`config.mk`:
```
export PLATFORM = sky130hd
export DESIGN_NAME = bit_16_restoring_divider_flat
export DESIGN_NICKNAME = d
export VERILOG_FILES = /design/src/rtl/bit_16_restoring_divider_if.sv /design/src/rtl/bit_16_restoring_divider.sv /design/src/flat_wrapper.sv
export SDC_FILE = /design/constraint.sdc
export NUM_CORES = 1
export LEC_CHECK = 0
export CAP_MARGIN = 20
export CORE_ASPECT_RATIO = 1.4
export CORE_UTILIZATION = 25
export CTS_CLUSTER_SIZE = 8
export DETAILED_ROUTE_END_ITERATION = 16
export PLACE_DENSITY_LB_ADDON = 0.1
export SLEW_MARGIN = 20
export SYNTH_ARGS = -nofsm -noshare
export SYNTH_HDL_FRONTEND = slang
export SYNTH_SLANG_ARGS = --single-unit
```
`constraint.sdc`:
```
create_clock -name clk -period 6.9 [get_ports clk]
set_input_delay 1.38 -clock clk [delete_from_list [all_inputs] [get_ports clk]]
set_output_delay 1.38 -clock clk [all_outputs]
set_load 0.05 [all_outputs]
```
`src/rtl/bit_16_restoring_divider_if.sv`:
```
// Handshake and operand/result bundle for the restoring divider.
// The master drives operands and start; the slave (divider) returns status and results.
interface bit_16_restoring_divider_if #(
  parameter int WIDTH = 16
);
  logic             start;
  logic [WIDTH-1:0] dividend;
  logic [WIDTH-1:0] divisor;
  logic             busy;
  logic             done;
  logic [WIDTH-1:0] quotient;
  logic [WIDTH-1:0] remainder;
  logic             div_by_zero;

  modport master (
    output start, dividend, divisor,
    input  busy, done, quotient, remainder, div_by_zero
  );

  modport slave (
    input  start, dividend, divisor,
    output busy, done, quotient, remainder, div_by_zero
  );
endinterface

```
`src/rtl/bit_16_restoring_divider.sv`:
```
// Multi-cycle unsigned restoring divider: one quotient bit per clock via trial subtraction,
// start/busy/done handshake, results held until the next operation completes.
module bit_16_restoring_divider #(
  parameter int WIDTH = 16
) (
  input logic                      clk,
  input logic                      rst_n,
  bit_16_restoring_divider_if.slave div_bus
);
  localparam int CW = $clog2(WIDTH + 1);

  typedef enum logic [1:0] {IDLE, RUN, DONE} state_t;

  state_t           state;
  logic [WIDTH-1:0] q_reg;
  logic [WIDTH-1:0] d_reg;
  logic [WIDTH:0]   r_reg;
  logic [CW-1:0]    count;

  logic [WIDTH+1:0] r_shift;
  logic [WIDTH+1:0] trial;
  logic [WIDTH:0]   r_next;
  logic [WIDTH-1:0] q_next;
  logic             accept;

  // One extra guard bit on the trial so its sign bit reflects the full shifted remainder.
  always_comb begin
    r_shift = {r_reg, q_reg[WIDTH-1]};
    trial   = r_shift - {2'b00, d_reg};
    r_next  = trial[WIDTH+1] ? r_shift[WIDTH:0] : trial[WIDTH:0];
    q_next  = {q_reg[WIDTH-2:0], ~trial[WIDTH+1]};
    accept  = div_bus.start && (state != RUN);
  end

  always_ff @(posedge clk or negedge rst_n) begin
    if (!rst_n) begin
      state               <= IDLE;
      q_reg               <= '0;
      d_reg               <= '0;
      r_reg               <= '0;
      count               <= '0;
      div_bus.busy        <= 1'b0;
      div_bus.done        <= 1'b0;
      div_bus.quotient    <= '0;
      div_bus.remainder   <= '0;
      div_bus.div_by_zero <= 1'b0;
    end else begin
      div_bus.done <= 1'b0;
      if (accept) begin
        q_reg <= div_bus.dividend;
        d_reg <= div_bus.divisor;
        r_reg <= '0;
        count <= CW'(WIDTH);
        if (div_bus.divisor != '0) begin
          state        <= RUN;
          div_bus.busy <= 1'b1;
        end else begin
          state               <= DONE;
          div_bus.busy        <= 1'b0;
          div_bus.done        <= 1'b1;
          div_bus.quotient    <= '1;
          div_bus.remainder   <= div_bus.dividend;
          div_bus.div_by_zero <= 1'b1;
        end
      end else begin
        case (state)
          RUN: begin
            q_reg <= q_next;
            r_reg <= r_next;
            count <= count - CW'(1);
            // Last iteration: publish the freshly computed bits, not the stale registers.
            if (count == CW'(1)) begin
              state               <= DONE;
              div_bus.busy        <= 1'b0;
              div_bus.done        <= 1'b1;
              div_bus.quotient    <= q_next;
              div_bus.remainder   <= r_next[WIDTH-1:0];
              div_bus.div_by_zero <= 1'b0;
            end
          end
          DONE:    state <= IDLE;
          default: state <= IDLE;
        endcase
      end
    end
  end
endmodule

```
`src/flat_wrapper.sv`:
```
// flat-port wrapper written by rule: the top's interface ports become plain ports
module bit_16_restoring_divider_flat 
#(
  parameter int WIDTH = 16
)
  (clk, rst_n, div_bus_start, div_bus_dividend, div_bus_divisor, div_bus_busy, div_bus_done, div_bus_quotient, div_bus_remainder, div_bus_div_by_zero);
  bit_16_restoring_divider_if #(.WIDTH(WIDTH)) div_bus_i ();
  input logic clk;
  input logic rst_n;
  input wire logic [$bits(div_bus_i.start)-1:0] div_bus_start;
  input wire logic [$bits(div_bus_i.dividend)-1:0] div_bus_dividend;
  input wire logic [$bits(div_bus_i.divisor)-1:0] div_bus_divisor;
  output wire logic [$bits(div_bus_i.busy)-1:0] div_bus_busy;
  output wire logic [$bits(div_bus_i.done)-1:0] div_bus_done;
  output wire logic [$bits(div_bus_i.quotient)-1:0] div_bus_quotient;
  output wire logic [$bits(div_bus_i.remainder)-1:0] div_bus_remainder;
  output wire logic [$bits(div_bus_i.div_by_zero)-1:0] div_bus_div_by_zero;
  assign div_bus_i.start = div_bus_start;
  assign div_bus_i.dividend = div_bus_dividend;
  assign div_bus_i.divisor = div_bus_divisor;
  assign div_bus_busy = div_bus_i.busy;
  assign div_bus_done = div_bus_i.done;
  assign div_bus_quotient = div_bus_i.quotient;
  assign div_bus_remainder = div_bus_i.remainder;
  assign div_bus_div_by_zero = div_bus_i.div_by_zero;
  bit_16_restoring_divider #(.WIDTH(WIDTH)) u_core (.clk(clk), .rst_n(rst_n), .div_bus(div_bus_i));
endmodule
```
==> results.cfg, run 1 <==
[clock_network]
cts-hold-fix-buffers = 0
cts_resized = 0
h-tree-depth = 3
clock_latency_ns = 0.34
cts_root_buf = clkbuf_16
cts_made_buffers = 9
clockBufferDepth = 2
cts.clk_slew.worst_paths_ns = 0.07
cts_tree = yes
post_cts_buffers = 0
cts_sinks = 91

[grt]
grt_pass1_wl_mm = 21.6
grt.overflow.total = 0
grt_max_degree = 58
antenna_found_initial = 0
grt_pass1_vias = 4045
gr-usage-all-layers = 0.142

[logic_synthesis]
yosysMostFrequentCell = dfrtp_1
synthesis.nets = 542
yosysWarnings = 0
synthArstFlopShare = 1.00
synth-seq-cells = 91
netlist_instances = 488
ys.flop_type = dfrtp_1
synthDistinctLibCells = 47
synth_top_area_share = 0.479
synth.avg_cell_area_um2 = 9.73
synth_area_leaders = dfrtp_1 (48%), mux2i_1 (6.5%), o21ai_0 (6.0%), ha_1 (4.7%), nand2_1 (3.7%)
synth_edf_count = 0
synth_top_area_cell = dfrtp_1
synth_area_um2 = 4750
seq_area_frac_synth = 0.479
synth_top_cells_by_count = dfrtp_1 (91), o21ai_0 (57), nand2_1 (47)

[setup_path]
rr_startpoint = u_core.r_reg[7]
worst_setup_path_end_kind = flip-flop
cp-startpoint = div_bus_divisor[9]
r2r_cells = 10
path_max_fanout = 34
arrival_ns = 3.71
reg2reg_to = u_core.div_bus.remainder[14]
worstSetupStartpointType = primary input
required_ns = 7.17
cp-endpoint = u_core.div_bus.remainder[12]
r2r_slack_ns = 3.81
crit_type = primary input to flip-flop

[timing]
fin_crit_sh = 0.499
final_max_slew_viol_count = 0
min_period_ns = 3.44
finClkSkew_ns = 0.00839
relSlewSlack = 0.438
max_freq_mhz = 290
final.setup.tns_ns = 0
rsz0062_at_grt = false
hold_viol_final = 0
setup-violations-final = 0
tightest_slew_ns = 0.838

[worst_hold_path]
hold_class = flip-flop to flip-flop
hold_depth = 1

[finish]
nets = 602
largest_reg_flops = 17
layout-drive-gt1-share = 0.0669
fillers = 1952
n_antenna_cell = 0
area_growth_pct = 27.2

[routing]
totalWireLength_mm = 13.2
avgRoutedWirePerCell_um = 16.6
via_per_inst = 4.71
postRouteAntennaNets = 0
dr.pass1.iters = 4
via_count = 3752
drc = 0
initialDrtViolationCount = 167

[placed_design]
portBuffers = 69
hpwl_mm = 9.32
gp_congestion = 0.806

[floorplanning]
die_w_um = 118
core_area_um2 = 18600
die_area_um2 = 19600
io_pins = 70
die_y_um = 165
initial_core_util = 0.255
rows = 59

[job]
drv_cap = 0

[status]
outcome = finished clean
critical path: stages:
cell             delay (ns)
clkdlybuf4s50_1        0.42
nor4_1                 0.47
nand4_1                0.27
nor2_1                 0.23
nor2_2                 0.07
inv_2                  0.49
and3_1                 0.26
a21oi_1                0.05
o21ai_1                0.07
metrics by stage:
| step | utilization | instances | worst slack (ns) | hold slack [ns] | cell area (um2) |
|---|---|---|---|---|---|
| CTS | 0.325 | 797 | 3.36 | 0.493 | 6040 |
| finish | 0.325 | 797 | 3.46 | 0.489 | 6040 |
| global placement | 0.306 | 781 | 3.03 | 0.477 | 5690 |
| floorplan | - | 488 | 4.24 | 0.452 | 4750 |
| global route | 0.325 | 797 | 3.26 | 0.503 | 6040 |
| detailed placement | 0.306 | 781 | 3.01 | 0.478 | 5690 |
final cells by class:
class,count,area [um2],share of cell area
inverter,23,86.3,0.0143
tap,244,305,0.0505
clock buffer,10,239,0.0395
timing repair buffer,77,748,0.124
multi-input combinational,346,2280,0.377
sequential,91,2280,0.377
clock inverter,6,111,0.0184
placed cells by master (no fill, tap or decap), drive strengths merged, types with 2 or more instances in the layout:
cell           netlist  routed
a21o                 5       5
and3                17      17
or3                  3       3
dfrtp               91      91
o22a                16      16
nand2               47      47
nor2b                4       4
nand3                3       3
o21ai               93      93
clkbuf              21      10
ha                  18      18
xor2                 5       5
clkdlybuf4s50        0      68
nand3b              15      15
a211oi               2       2
nor3b                2       2
nor4                 4       4
bufinv               0       3
mux2i               31      31
nand2b               5       5
nand4                2       2
inv                 23      24
buf                  7       9
a21oi               33      33
xnor2               10      10
a31oi                2       2
nor3                 3       3
nor2                13      13
how the worst min path moves through the flow:
| stage | from | to | slack, ns |
|---|---|---|---|
| after floorplan | u_core.d_reg[0] | u_core.d_reg[0] | 0.45 |
| after global placement | u_core.d_reg[0] | u_core.d_reg[0] | 0.48 |
| after detailed placement | u_core.div_bus.quotient[13] | u_core.div_bus.quotient[13] | 0.48 |
| after CTS | u_core.count[3] | u_core.count[3] | 0.49 |
| after global routing | u_core.div_bus.quotient[13] | u_core.div_bus.quotient[13] | 0.50 |
| final | u_core.div_bus.quotient[13] | u_core.div_bus.quotient[13] | 0.49 |
metal layers:
metal,vias to the layer above,track usage,share of wire
met5,-,0,0
li1,1854,-,-
met4,0,0.0524,0.015
met1,1819,0.180,0.47
met3,14,0.0199,0.029
met2,65,0.246,0.49
cells by family after synthesis:
logic type / count (synthesis) / share of synthesized area
compound gates: 157 / 0.193
simple gates: 123 / 0.136
flops: 91 / 0.479
buf+inv: 51 / 0.0435
mux: 32 / 0.0685
fa+ha+maj: 19 / 0.0516
xor+xnor: 15 / 0.0277
Power of run 1 is left out: the tool's default activity adds up to more than one toggle a clock period on the data nets, which glitch-free logic cannot reach.
==> run 2, diff against run 1 <==
- clock period: 6.9 -> 2.75 ns (I/O delays scaled with it)
==> results.cfg, run 2 (synthesized netlist as in run 1, its figures left out) <==
[job]
drv_cap = 0

[placed_design]
gp_congestion = 0.787
hpwl_mm = 9.50
dp_slack_ns = -0.0250
portBuffers = 69

[finish]
nets = 615
layout-drive-gt1-share = 0.0919
n_antenna_cell = 0
seq_area_um2 = 2280
area_growth_pct = 29.6
final_util = 0.331
most-common-layout-cells = dfrtp_1 (91), clkdlybuf4s50_1 (68), o21ai_0 (57)
layout_commonest_cell = dfrtp_1
multi_input_area_um2 = 2290
largest_reg_flops = 17
fillers = 1977

[status]
outcome = finished clean

[clock_network]
clock_latency_ns = 0.34
cts_made_buffers = 9
cts.clk_slew.worst_paths_ns = 0.07
clockBufferDepth = 2
h-tree-depth = 3
cts_root_buf = clkbuf_16
cts_sinks = 91
cts_tree = yes

[floorplanning]
die_area_um2 = 19600
io_pins = 70
die_y_um = 165
die_w_um = 118
rows = 59
core_area_um2 = 18600
initial_core_util = 0.255

[timing]
tightest_slew_ns = 0.530
final_max_slew_viol_count = 0
fin_crit_sh = 0.939
setup-violations-final = 0
finClkSkew_ns = 0.00710
max_freq_mhz = 387
relSlewSlack = 0.645
min_period_ns = 2.58
setup_slack_ns = 0.167
hold_viol_final = 0

[grt]
grt_pass1_wl_mm = 22.1
grt.overflow.total = 0
gr-usage-all-layers = 0.144
grt_max_degree = 92
grt_pass1_vias = 4127
antenna_found_initial = 0

[setup_path]
crit_type = flip-flop to flip-flop
path_max_fanout = 20
cp-startpoint = u_core.r_reg[3]
worstSetupStartpointType = flip-flop
rr_startpoint = u_core.r_reg[3]
arrival_ns = 2.79
required_ns = 2.95
worst_setup_path_end_kind = flip-flop

[routing]
postRouteAntennaNets = 0
initialDrtViolationCount = 162
drc = 0
via_count = 3838
totalWireLength_mm = 13.4
dr.pass1.iters = 5
via_per_inst = 4.74
avgRoutedWirePerCell_um = 16.5

[worst_hold_path]
hold_class = primary input to async pin
-- run 2: cell types whose count changed in the layout (fill, tap and decap cells not counted) --
cell and delta:
buf_4 +10, mux2i_2 +1, nand2b_4 +1, clkinv_2 +1, mux2i_1 -1, nand2b_1 -1
clkbuf_8 +2, inv_6 -1, buf_12 +3, bufinv_16 -2
-- run 2: final timing paths --
kind                                                    end  slack, ns  cells past startpoint
worst min register to register   u_core.div_bus.quotient[3]       0.49                      1
worst max register to register  u_core.div_bus.remainder[5]       0.17                     10
max in group asynchronous       u_core.div_bus.remainder[6]       2.10                      2
worst min-delay path                       u_core.d_reg[10]       0.25                      2
min in group clk                 u_core.div_bus.quotient[3]       0.49                      1
worst max-delay path            u_core.div_bus.remainder[5]       0.17                     10
-- run 2: final cells by class --
| type | count | area share |
|---|---|---|
| Multi-Input combinational cell | 346 | 0.372 |
| Tap cell | 244 | 0.0496 |
| Inverter | 23 | 0.0140 |
| Clock buffer | 12 | 0.0433 |
| Clock inverter | 4 | 0.00773 |
| Timing Repair Buffer | 90 | 0.144 |
| Sequential cell | 91 | 0.370 |
-- run 2: through the flow --
step           std cells   TNS, ns  cell area [um2]  hold WS [ns]
6_report             810         0             6150         0.246
5_1_grt              810   -0.0116             6150         0.290
4_1_cts              809         0             6130         0.283
3_5_place_dp         793   -0.0919             5820         0.476
3_3_place_gp         793  -0.00322             5820         0.468
2_1_floorplan        488         0             4750         0.254
-- run 2: timing repair --
action / 4_1_cts / 5_1_grt
endpoints found under the hold margin: 0 / 0
hold buffers: 0 / 0
setup endpoints to repair: 0 / 4
resized for setup: 0 / 2
buffers inserted: 0 / 1
-- run 2: routing by layer --
layer	vias to the layer above	routed length, um	track usage
met3	10	456	0.0271
li1	1884	-	-
met5	-	0	0
met4	0	148	0.0403
met1	1878	6190	0.182
met2	66	6610	0.250
-- run 2: critical path, cell delays in order (launching register included) --
cell and delay (ns):
dfrtp_1 0.41, ha_1 0.38, a21oi_1 0.20, nand2_1 0.10, o21ai_2 0.20, a21oi_2 0.11
a21oi_2 0.19, xnor2_2 0.14, buf_12 0.22, mux2i_2 0.34, o21ai_1 0.13
Power of run 2 is left out for the same reason.
==> run 3, diff against run 2 <==
- CORE_MARGIN: default -> 1.5
- SLEW_MARGIN: 20 -> 15
- TNS_END_PERCENT: default -> 30
==> results.cfg, run 3 (synthesized netlist as in run 1, its figures left out) <==
[floorplanning]
die_y_um = 166
io_pins = 70
die_area_um2 = 19800
rows = 59
die_w_um = 119
core_area_um2 = 18600
initial_core_util = 0.255

[clock_network]
h-tree-depth = 3
cts-hold-fix-buffers = 0
cts_made_buffers = 9
cts_resized = 0
post_cts_buffers = 0
cts_tree = yes
cts_sinks = 91
clockBufferDepth = 2
cts_root_buf = clkbuf_16
cts.clk_slew.worst_paths_ns = 0.07
clock_latency_ns = 0.35

[setup_path]
arrival_ns = 2.86
reg2reg_to = u_core.r_reg[16]
r2r_cells = 11
required_ns = 2.97
worst_setup_path_end_kind = flip-flop
crit_type = flip-flop to flip-flop
rr_startpoint = u_core.q_reg[15]
r2r_slack_ns = 0.11
path_max_fanout = 3
worstSetupStartpointType = flip-flop

[routing]
via_count = 3830
initialDrtViolationCount = 165
dr.pass1.iters = 5
avgRoutedWirePerCell_um = 16.6
drc = 0
postRouteAntennaNets = 0
via_per_inst = 4.74
totalWireLength_mm = 13.4

[finish]
largest_reg_flops = 17
layout_commonest_cell = dfrtp_1
layout-drive-gt1-share = 0.0869
area_growth_pct = 29.1
n_antenna_cell = 0
most-common-layout-cells = dfrtp_1 (91), clkdlybuf4s50_1 (68), o21ai_0 (57)
nets = 613
final_cell_area_um2 = 6130
fillers = 1962

[timing]
setup_slack_ns = 0.106
fin_crit_sh = 0.961
final_max_slew_viol_count = 0
hold_viol_final = 0
tightest_slew_ns = 0.529
setup-violations-final = 0
finClkSkew_ns = 0.0100
max_freq_mhz = 378
relSlewSlack = 0.646
rsz0062_at_grt = true
min_period_ns = 2.64

[grt]
grt_pass1_wl_mm = 22.6
gr-usage-all-layers = 0.142
grt.overflow.total = 0
antenna_found_initial = 0
grt_pass1_vias = 4101
grt_max_degree = 43

[status]
outcome = finished clean

[placed_design]
hpwl_mm = 9.83
gp_congestion = 0.829
placed_area_um2 = 5810
portBuffers = 69
dp_slack_ns = -0.0327

[job]
drv_cap = 0

[worst_hold_path]
hold_class = primary input to async pin
[run 3: worst max path at each step]
stage                        from                     endpoint  slack, ns
6_report         u_core.q_reg[15]             u_core.r_reg[16]       0.11
3_5_place_dp   div_bus_divisor[9]  u_core.div_bus.remainder[3]      -0.03
2_1_floorplan    u_core.q_reg[15]             u_core.r_reg[16]       0.32
4_1_cts          u_core.q_reg[15]             u_core.r_reg[16]       0.07
3_3_place_gp   div_bus_divisor[9]  u_core.div_bus.remainder[4]      -0.04
5_1_grt          u_core.q_reg[15]             u_core.r_reg[16]     -0.008
[run 3: cell type report]
| class | count | area (um2) | share of cell area |
|---|---|---|---|
| clock buffers | 10 | 239 | 0.0390 |
| clock inverters | 6 | 72.6 | 0.0118 |
| well taps | 244 | 305 | 0.0498 |
| flip-flops and latches | 91 | 2280 | 0.371 |
| multi-input cells | 346 | 2280 | 0.372 |
| inverters | 23 | 86.3 | 0.0141 |
| repair buffers | 88 | 868 | 0.142 |
[run 3: stage by stage]
step           instances  TNS [ns]  utilization  hold WS, ns
2_1_floorplan        488         0            -        0.254
3_3_place_gp         792    -0.265        0.312        0.471
3_5_place_dp         792   -0.0351        0.312        0.477
4_1_cts              808         0        0.329        0.181
5_1_grt              808  -0.00847        0.330        0.197
6_report             808         0        0.330        0.171
[run 3: critical path: stages, from the launching register on]
cell	delay, ns
dfrtp_1	0.38
inv_1	0.08
ha_1	0.15
inv_1	0.05
fa_1	0.40
a21o_1	0.20
a221oi_2	0.29
nand2b_4	0.20
o31ai_2	0.09
a221o_1	0.38
a31oi_1	0.18
o311ai_1	0.11
[run 3: routing by layer]
layer	vias to the layer above	GRT usage	part of all wire
met1	1872	0.192	0.46
met4	0	0.0404	0.0098
met2	71	0.231	0.49
met5	-	0	0
li1	1878	-	-
met3	9	0.0288	0.041
Power of run 3 is left out for the same reason.
==> RTL edit 1: new RTL, flow settings as in run 2 <==
Reset style: synchronous (`rst_n`), changed in one clocked block.
--- a/src/rtl/bit_16_restoring_divider.sv
+++ b/src/rtl/bit_16_restoring_divider.sv
@@ -33,5 +33,5 @@
   end
 
-  always_ff @(posedge clk or negedge rst_n) begin
+  always_ff @(posedge clk) begin
     if (!rst_n) begin
       state               <= IDLE;
Function: differs if rst_n is asserted again (counterexample within 4 cycles, from zero or initial values and one cycle with rst_n low); with rst_n held inactive, the same outputs for 10 cycles.
==> RTL edit 1 against run 2 <==
Cell area is 10% higher. Sequential cell count stayed put. Area after synthesis is 2.0% higher. Wire length is 14% higher. Largest cell class unchanged. Global-route usage is 1.4 points higher. Setup slack worse by 0.091 ns.
==> RTL edit 1: results (changes against run 2) <==
grt_max_degree: 43  # was 92
hpwl_um: 11700  # was 9500 um
final_cells: 942  # was 810
dieArea_um2: 20000  # was 19600 um^2
place_inst: 923  # was 793
grt_pass1_wl_um: 24400  # was 22100 um
grt_util_met3_pct: 3.01  # was 2.71%
grt_pass1_vias: 4556  # was 4127
sh_seq_area_pct: 26.9  # was 37.0%
arrival_ns: 2.96  # was 2.79 ns
ys_seq_area_share_pct: 37.6  # was 47.9%
post-route-util_pct: 36.2  # was 33.1%
status: "finished, final reports clean"  # unchanged
wl_met2_um: 7790  # was 6610 um
n_all_inverters: 26  # was 23
clock_area_share_pct: 4.78  # was 5.10%
dr_wl_met3_um: 426  # was 456 um
whs_ns: 0.459  # was 0.246 ns
crit_path_max_fanout: 9  # was 20
post-place-ws_ns: -0.303  # was -0.0250 ns
nets: 747  # was 615
multi_input_area_um2: 2950  # was 2290 um^2
finalWeightedCongestion: 0.803  # was 0.787
hp-class: "reg2reg"  # was in2async
r2r_start: "u_core.r_reg[10]"  # was u_core.r_reg[3]
async_reset_ff_share_pct: 0  # was 100%
avgViaCountPerCell: 4.70  # was 4.74
m1WireLength_um: 6670  # was 6190 um
postSynthAreaPerCell_um2: 8.34  # was 9.73 um^2
layout.nonclk_buf_share_pct: 18.9  # was 14.4%
-- RTL edit 1: changes by cell type in the layout (fill, tap and decap cells not counted), sizes merged, moves of 15 or more --
cell	delta
nor2	+47
a21boi	+19
a211oi	+15
dfrtp	-91
and3	-15
dfxtp	+91
o211a	+15
nand2	+42
nand3b	-15
o21ai	-67
o22a	-16
o211ai	+15
buf	+46
-- RTL edit 1: what timing repair did --
| action | 4_1_cts | 5_1_grt |
|---|---|---|
| endpoints found under the hold margin | 0 | 0 |
| pin swaps | 0 | 5 |
| gates cloned | 0 | 2 |
| buffers inserted | 0 | 1 |
| gates resized for setup | 6 | 32 |
| endpoints found under the setup margin | 13 | 33 |
-- RTL edit 1: power groups by stage --
| stage | Combinational [mW] | Clock [mW] | Sequential, mW |
|---|---|---|---|
| after global placement | 1.37 | 0 | 1.49 |
| after floorplan | 0.844 | 0 | 1.51 |
| final | 1.66 | 1.37 | 1.46 |
| after CTS | 1.41 | 1.41 | 1.46 |
| after global routing | 1.81 | 1.46 | 1.48 |
| after detailed placement | 1.36 | 0 | 1.49 |
-- RTL edit 1: critical path: stages (launching register included) --
cell       delay, ns
dfxtp_1         0.41
ha_2            0.37
and3_1          0.20
a221oi_4        0.28
o21ai_2         0.13
o311ai_2        0.33
o21a_4          0.28
clkbuf_16       0.20
mux2_4          0.31
a21oi_2         0.12
-- RTL edit 1: cell families after synthesis --
group,after synthesis,share of synthesized area [%]
xor gates and xnor gates,12,2.17
and+or+nand+nor,209,19.3
AOI/OAI and AO/OA,156,23.7
muxes,31,6.64
buffers and inverters,63,5.58
DFF,91,37.6
adders and majority gates,19,5.06
==> RTL edit 2: new RTL, flow settings as in run 2 <==
Without the edit above. `WIDTH` is set to 16 in 3 places; all go to 32.
--- a/src/rtl/bit_16_restoring_divider_if.sv
+++ b/src/rtl/bit_16_restoring_divider_if.sv
@@ -2,5 +2,5 @@
 // The master drives operands and start; the slave (divider) returns status and results.
 interface bit_16_restoring_divider_if #(
-  parameter int WIDTH = 16
+  parameter int WIDTH = 32
 );
   logic             start;
--- a/src/rtl/bit_16_restoring_divider.sv
+++ b/src/rtl/bit_16_restoring_divider.sv
@@ -2,5 +2,5 @@
 // start/busy/done handshake, results held until the next operation completes.
 module bit_16_restoring_divider #(
-  parameter int WIDTH = 16
+  parameter int WIDTH = 32
 ) (
   input logic                      clk,
--- a/src/flat_wrapper.sv
+++ b/src/flat_wrapper.sv
@@ -2,5 +2,5 @@
 module bit_16_restoring_divider_flat 
 #(
-  parameter int WIDTH = 16
+  parameter int WIDTH = 32
 )
   (clk, rst_n, div_bus_start, div_bus_dividend, div_bus_divisor, div_bus_busy, div_bus_done, div_bus_quotient, div_bus_remainder, div_bus_div_by_zero);
Ports: changed (resized div_bus_dividend, div_bus_divisor, div_bus_quotient and div_bus_remainder); port bits go from 70 to 134. No check against the original RTL was run, so the function may have changed too.
==> RTL edit 2 against run 2 <==
The flow now finishes with violations (setup timing). Area after synthesis rose by 94%. Critical path depth up 1. Sequential share of layout area shrank 6.9 points. Wire length is 130% higher. Setup slack worse by 0.54 ns. Cell area is 130% higher. Sequential cell count increased by 81. Die area increased by 92%. Highest routed layer unchanged.
Power is not shown: default switching activity piles up to over one toggle a cycle in this logic, so the estimate is an artifact.
==> RTL edit 2: results (changes against run 2) <==
slowest_delay_ns: 0.46  # was 0.41 ns
ys_seq_area_share_pct: 46.8  # was 47.9%
post-place-ws_ns: -0.685  # was -0.0250 ns
largest_register_ffs: 33  # was 17
portBuffers: 133  # was 69
slew_headroom_pct: 40.9  # was 64.5%
grt_pass1_vias: 8839  # was 4127
clkLatencyLatePin_ns: 0.45  # was 0.34 ns
hpwl_um: 23400  # was 9500 um
dr.pass1.iters: 4  # was 5
timing.final.ws_setup_ns: -0.371  # was 0.167 ns
skew_ns: 0.00930  # was 0.00710 ns
vias: 8612  # was 3838
drt_iter0_markers: 346  # was 162
synthTopCellsByArea: "dfrtp_1 (47%), nand2_1 (7.9%), o21ai_0 (7.2%)"  # was dfrtp_1 (48%), mux2i_1 (6.5%), o21ai_0 (6.0%)
final_cells: 1845  # was 810
setup_viol: 67  # was 0
finalWeightedCongestion: 0.806  # was 0.787
status: "finished with violations"  # was finished, final reports clean
r2r_start: "u_core.r_reg[25]"  # was u_core.r_reg[3]
whs_ns: 0.0101  # was 0.246 ns
cts_buffers: 17  # was 9
slowest_stage: "a311o_2"  # was dfrtp_1
synth_nets: 1149  # was 542
fillers: 3619  # was 1977
worstRegToRegCells: 11  # was 10
synthTopCellsByCount: "nand2_1 (194), dfrtp_1 (172), o21ai_0 (133), a21oi_1 (83), nor2_1 (57)"  # was dfrtp_1 (91), o21ai_0 (57), nand2_1 (47), o21ai_1 (35), mux2i_1 (31)
wire_per_inst_um: 16.9  # was 16.5 um
crit_path_max_fanout: 9  # was 20
drive_above_1_share_pct: 27.0  # was 9.19%
arrival_ns: 3.46  # was 2.79 ns
postSynthAreaPerCell_um2: 8.79  # was 9.73 um^2
ctsHtreeMaxLevel: 4  # was 3
grt_pass1_wl_um: 49300  # was 22100 um
violations: "setup timing"
r2r_slack_ns: -0.37  # was 0.17 ns
nets: 1473  # was 615
r2r-end: "u_core.div_bus.remainder[2]"  # was u_core.div_bus.remainder[5]
[RTL edit 2: cells by family after synthesis]
kind of cell / Yosys count / share of synthesized area, %
AOI/OAI and AO/OA: 327 / 20.4
xor gates and xnor gates: 27 / 2.57
adders and majority gates: 35 / 4.84
buffers and inverters: 104 / 4.70
DFF: 172 / 46.8
muxes: 41 / 4.46
and+or+nand+nor: 341 / 16.2
[RTL edit 2: through the flow]
stage | area [um^2] | TNS (ns)
floorplan | 9250 | -17.31
global placement | 12700 | -39.98
detailed placement | 12700 | -39.93
CTS | 13800 | -23.15
global route | 14300 | -27.94
finish | 14300 | -20.25
[RTL edit 2: worst reg2reg max path: stages, from the launching register on]
cell,delay (ns)
dfrtp_2,0.45
ha_4,0.24
a21oi_4,0.15
nor2b_1,0.06
o21a_1,0.18
or4_4,0.43
a311o_2,0.46
buf_4,0.17
o21ai_4,0.20
nand2_8,0.14
and3_1,0.22
o32a_1,0.32
[RTL edit 2: final cells by class]
| cell class | instances | area [um^2] | area share, % |
|---|---|---|---|
| Tap cell | 462 | 578 | 4.04 |
| Clock inverter | 12 | 136 | 0.953 |
| Inverter | 45 | 169 | 1.18 |
| Sequential cell | 172 | 4310 | 30.1 |
| Timing Repair Buffer | 364 | 3310 | 23.2 |
| Clock buffer | 19 | 443 | 3.10 |
| Multi-Input combinational cell | 771 | 5360 | 37.5 |
[RTL edit 2: per-layer routing]
metal / vias to the layer above / track usage [%] / routed length [um]
met2: 126 / 29.4 / 15800
met5: - / 0 / 0
met3: 27 / 2.30 / 773
met4: 0 / 5.44 / 501
li1: 4338 / - / -
met1: 4121 / 21.8 / 14100
[RTL edit 2: repair_timing]
action,CTS,global route
gates resized for setup,86,73
setup endpoints to repair,67,67
setup buffers,6,6
gates cloned,1,1
pin swaps,27,36
